`src/rtl/ttl_mux_reg_scan_pkg.sv`:
```
// Shared types and helpers for the registered scanning mux bank.
// The select-width helper keeps a single-input bank at one select bit.
package ttl_mux_reg_scan_pkg;

    typedef enum logic {
        MODE_DIRECT = 1'b0,
        MODE_SCAN   = 1'b1
    } mode_e;

    function automatic int sel_width(input int n);
        return (n <= 1) ? 1 : $clog2(n);
    endfunction

endpackage

```
`src/rtl/ttl_scan_counter.sv`:
```
// Scan counter with load and a one-cycle wrap pulse.
// The counter wraps from LAST to 0; Load takes priority over running.
module ttl_scan_counter #(
    parameter int WIDTH = 1,
    parameter int LAST  = 1
) (
    input  logic             Clk,
    input  logic             Reset_n,
    input  logic             Cen,
    input  logic             Run,
    input  logic             Load,
    input  logic [WIDTH-1:0] D,
    output logic [WIDTH-1:0] Q,
    output logic             Wrap
);

    localparam logic [WIDTH-1:0] LP_LAST = WIDTH'(LAST);

    logic [WIDTH-1:0] r_q;
    logic             r_wrap;
    logic             w_at_last;

    assign w_at_last = (r_q == LP_LAST);

    // Wrap is cleared on idle Cen cycles so it never stretches across a stall.
    always_ff @(posedge Clk) begin
        if (!Reset_n) begin
            r_q    <= '0;
            r_wrap <= 1'b0;
        end else if (Cen) begin
            r_wrap <= Run & ~Load & w_at_last;
            if (Load)
                r_q <= (D > LP_LAST) ? '0 : D;
            else if (Run)
                r_q <= w_at_last ? '0 : r_q + WIDTH'(1);
        end else begin
            r_wrap <= 1'b0;
        end
    end

    assign Q    = r_q;
    assign Wrap = r_wrap;

endmodule

```
`src/rtl/ttl_mux_reg_scan.sv`:
```
// Registered BLOCKS x WIDTH_IN mux bank with direct or scanned selection.
// Disabled or out-of-range selection registers OFF_VALUE on every channel.
module ttl_mux_reg_scan
    import ttl_mux_reg_scan_pkg::*;
#(
    parameter int   BLOCKS       = 4,
    parameter int   WIDTH_IN     = 2,
    parameter int   WIDTH_SELECT = sel_width(WIDTH_IN),
    parameter int   SCAN_LAST    = WIDTH_IN - 1,
    parameter logic OFF_VALUE    = 1'b1
) (
    input  logic                         Clk,
    input  logic                         Reset_n,
    input  logic                         Cen,
    input  logic                         Enable_bar,
    input  logic                         Mode,
    input  logic                         Load,
    input  logic [WIDTH_SELECT-1:0]      Select,
    input  logic [BLOCKS*WIDTH_IN-1:0]   A_2D,
    output logic [BLOCKS-1:0]            Y,
    output logic [WIDTH_SELECT-1:0]      Sel_out,
    output logic                         Wrap
);

    localparam logic [WIDTH_SELECT:0] LP_WIDTH_IN = (WIDTH_SELECT + 1)'(WIDTH_IN);

    logic [WIDTH_IN-1:0]     w_chan [BLOCKS];
    logic [WIDTH_SELECT-1:0] w_cnt;
    logic [WIDTH_SELECT-1:0] w_eff_sel;
    logic                    w_scan;
    logic                    w_in_range;
    logic [BLOCKS-1:0]       w_y_next;

    logic [BLOCKS-1:0]       r_y;
    logic [WIDTH_SELECT-1:0] r_sel;

    for (genvar gi = 0; gi < BLOCKS; gi++) begin : g_unpack
        assign w_chan[gi] = A_2D[gi*WIDTH_IN +: WIDTH_IN];
    end

    ttl_scan_counter #(
        .WIDTH (WIDTH_SELECT),
        .LAST  (SCAN_LAST)
    ) u_cnt (
        .Clk     (Clk),
        .Reset_n (Reset_n),
        .Cen     (Cen),
        .Run     (w_scan),
        .Load    (Load),
        .D       (Select),
        .Q       (w_cnt),
        .Wrap    (Wrap)
    );

    assign w_scan     = (Mode == MODE_SCAN);
    assign w_eff_sel  = w_scan ? w_cnt : Select;
    assign w_in_range = ({1'b0, w_eff_sel} < LP_WIDTH_IN);

    // Scan mode picks with the pre-increment count, so Sel_out names the source of Y.
    always_comb begin
        w_y_next = {BLOCKS{OFF_VALUE}};
        if (!Enable_bar && w_in_range) begin
            for (int i = 0; i < BLOCKS; i++)
                w_y_next[i] = w_chan[i][w_eff_sel];
        end
    end

    always_ff @(posedge Clk) begin
        if (!Reset_n) begin
            r_y   <= {BLOCKS{OFF_VALUE}};
            r_sel <= '0;
        end else if (Cen) begin
            r_y   <= w_y_next;
            r_sel <= w_eff_sel;
        end
    end

    assign Y       = r_y;
    assign Sel_out = r_sel;

endmodule

```
`config.mk`:
```
export PLATFORM = sky130hd
export DESIGN_NAME = ttl_mux_reg_scan
export DESIGN_NICKNAME = d
export VERILOG_FILES = /design/src/rtl/ttl_mux_reg_scan_pkg.sv /design/src/rtl/ttl_scan_counter.sv /design/src/rtl/ttl_mux_reg_scan.sv
export SDC_FILE = /design/constraint.sdc
export NUM_CORES = 1
export LEC_CHECK = 0
export ABC_AREA = 1
export BUFFER_PORTS_ARGS = -buffer_cell sky130_fd_sc_hd__buf_2
export CAP_MARGIN = 20
export CORE_AREA = 10 10 47 49
export DETAILED_ROUTE_END_ITERATION = 8
export DIE_AREA = 0 0 57 59
export HOLD_SLACK_MARGIN = 0.06
export PLACE_DENSITY = 0.59
export SLEW_MARGIN = 20
export SYNTH_ARGS = -nofsm -noshare
export SYNTH_HDL_FRONTEND = slang
export SYNTH_SLANG_ARGS = --single-unit
```
`constraint.sdc`:
```
create_clock -name Clk -period 2.25 [get_ports Clk]
set_clock_uncertainty 0.1 [all_clocks]
set_input_delay 0 -clock Clk [delete_from_list [all_inputs] [get_ports Clk]]
set_output_delay 0 -clock Clk [all_outputs]
set_load 0.02 [all_outputs]
```
==> summary.txt <==
CTS
  – Clock-pin transition on the worst setup and hold timing paths: 0.05 ns
  – Postcts setup bufs: 0
  – CTS max path bufs: 2
  – H-tree depth: 1
  – Root Buffer: clkbuf_4
  – Clk Latency, worst-skew pair: 0.25 ns
  – CTS tree: yes
  – CTS Buf Count: 3
  – Clock sink count: 7

Yosys
  – XOR/XNOR Fraction of Synth Area: 0%
  – Multiplexer share of the synthesized area: 0%
  – Post-synthesis compound-gate area fraction: 9.79%
  – Adder-cell area share of the yosys netlist: 0%
  – Post-synthesis sequential area ratio: 39.2%
  – Largest family of logic cells by synthesized area: simple AND/OR/NAND/NOR gates
  – Post-Syn Instances: 51
  – Yosys Warn Count: 0
  – Post-synth EDFFs: 0
  – Simple logic cell fraction of the synthesized area: 40.2%
  – Synth Area per Inst: 7.02 µm²
  – Most used DFF post-synth: dfxtp_1
  – Mapped cell area: 358 µm²
  – Yosys top cell area share: 39.2%
  – Synth Net Count: 66
  – Top cell type by total area after synthesis: dfxtp_1
  – Unique cell type count in the Yosys netlist: 15
  – Flops & latches, synth: 7
  – Asr flop ratio synth: 0%
  – Synth cell count leaders: 12 x nand2_1, 9 x nand3_1, 7 x dfxtp_1
  – Most frequent cell after synthesis: nand2_1
  – Area contributors post-synth: dfxtp_1 39%, nand3_1 13%, nand2_1 13%

Place
  – IO Port Bufs: 20
  – Detailed Place HPWL: 826 µm
  – Placed cell areas: 467 µm²
  – Global placer's final weighted congestion: 0.728
  – Setup slack at placement: 1.29 ns

Flow run
  – Max Cap Violations: 0

Final layout
  – Final Instance Area: 673 µm²
  – Area grow syn2layout: 88.1%
  – Final nets: 108
  – Number of diodes: 0
  – Share of cells above drive strength 1: 30.4%

Floorplan
  – Core ar.: 1400 µm²
  – Die X-Extent: 57 µm
  – I/O Pins: 21
  – Die Y: 59 µm
  – Row Count: 14
  – DIE AREA: 3360 µm²
  – Initial Util: 25.5%

Pwr
  – Sw Pwr: 0.0914 mW
  – Power per cell area: 509 nW/µm²
  – Power share of the combinational group: 27.3%
  – Switch share: 26.7%
  – VDD IR-drop max: 0.359 mV
  – Leak: 0.330 nW
  – Sequential share of power: 39.7%
  – Pint: 0.251 mW
  – Tot Pwr: 0.343 mW
  – Clock power frac: 33.0%

Run status
  – Outcome: finished clean

STA
  – Final min period: 2.09 ns
  – Final period util: 92.7%
  – Max frequency: 479 MHz
  – Setup TNS: 0 ns
  – Slew Viols, Final: 0
  – RSZ-0062 raised after global routing: no
  – Final setup viols: 0
  – Least-Margin Pin Slew: 0.165 ns
  – Final Hold Fails: 0
  – Slew Limit Headroom: 88.9%
  – Final hold slack: 0.0944 ns
  – Min setup slack post-route: 0.163 ns

Detailed routing
  – First-pass iteration count of the detailed router: 4
  – Drt total wl: 1.09 mm
  – 1st-iter DRT viols: 4
  – Post-DRT Antenna Nets: 0
  – Drt wl/cell: 10.0 µm
  – Vias: 457
  – Drt drc: 0
  – Vias per inst: 4.23

Global routing
  – Met1 Track Usage GR: 5.83%
  – Layer carrying the most global-route usage: met2
  – Largest net degree at the start of global routing: 10
  – Total GRT Usage: 7.09%
  – Total grt overflow: 0
  – Vias in the first global route: 479
  – M3 GR Usage: 5.15%
  – Initial antenna violation count: 0
  – Global-route wire length before repair: 1.88 mm
  – GR Util met2: 12.7%

Min path
  – Worst Hold Class: input pin to register

Critical path
  – CP required: 2.29 ns
  – Critical Path Sink Type: register
  – CP Class: input pin to register
  – WP data arrival: 2.13 ns
  – Max FO, Critical Path: 5
  – Startpoint Class: input pin
==> registers in the layout (all words and copies together), names as in the netlist <==
name / cells
Y: 4
Sel_out: 1
u_cnt.Q: 1
u_cnt.Wrap: 1
==> final cells by class <==
cell class,count,area [µm²]
Timing Repair Buffer,38,280
Tap cell,16,20.0
Clock buffer,4,26.3
Sequential cell,7,140
Fill cell,145,728
Inverter,7,27.5
Multi-Input combinational cell,36,179
==> logic make-up after synthesis <==
group	after synthesis
and+or+nand+nor	29
buffers and inverters	8
DFF	7
AOI/OAI and AO/OA	7
==> path summary, 6_finish.rpt <==
path / from / end / slack, ns / cells after the start
max: Select / Y[1]$_SDFFE_PN1P_ / 0.16 / 10
min: Cen / Sel_out$_SDFFE_PN0P_ / 0.09 / 5
max reg2reg: u_cnt.Q$_SDFFE_PN0P_ / Y[1]$_SDFFE_PN1P_ / 0.22 / 8
min reg2reg: Y[3]$_SDFFE_PN1P_ / Y[3]$_SDFFE_PN1P_ / 0.37 / 2
==> power groups by stage <==
stage / registers [mW] / clock network (mW) / logic [mW]
after global placement: 0.139 / 0 / 0.0646
final: 0.136 / 0.113 / 0.0936
after floorplan: 0.147 / 0 / 0.0322
after detailed placement: 0.139 / 0 / 0.0647
after CTS: 0.136 / 0.120 / 0.0939
after global routing: 0.137 / 0.130 / 0.104
==> timing repair <==
action | in CTS | in global routing
hold endpoints to repair | 7 | 0
gates resized for setup | 0 | 0
hold buffers | 18 | 0
==> layer usage <==
layer  vias to the layer above  routed length (µm)
li1                        249                   -
met1                       194                 426
met2                        12                 542
met3                         2                 101
met4                         0                  14
met5                         -                   0
==> through the flow <==
stage | utilization, % | instances
6_report | 48.0 | 108
5_1_grt | 48.0 | 108
4_1_cts | 48.0 | 108
3_5_place_dp | 33.3 | 86
3_3_place_gp | 33.3 | 86
2_1_floorplan | - | 51
==> worst max-delay path, stage by stage <==
cell and delay, ns:
dlygate4sd3_1 0.53, buf_2 0.14, nand2_4 0.09, nand2_4 0.06, nand2_1 0.06, nand3_1 0.05, dlygate4sd3_1 0.55, nand2_1 0.06
dlygate4sd3_1 0.54, nand2_1 0.05
==> layout by cell type, fill, tap and decap left out <==
master	count
dlygate4sd3_1	18
inv_2	1
o21ai_0	1
o21ai_1	1
buf_2	20
clkinv_2	1
clkbuf_1	1
clkbuf_4	3
nand4_1	1
nand2_1	12
nand2_2	1
nor2_1	3
nand2_4	2
nand3_1	9
nand3b_1	1
inv_1	5
dfxtp_1	7
a21oi_1	5
No activity file was read; power rests on OpenSTA's default activity.
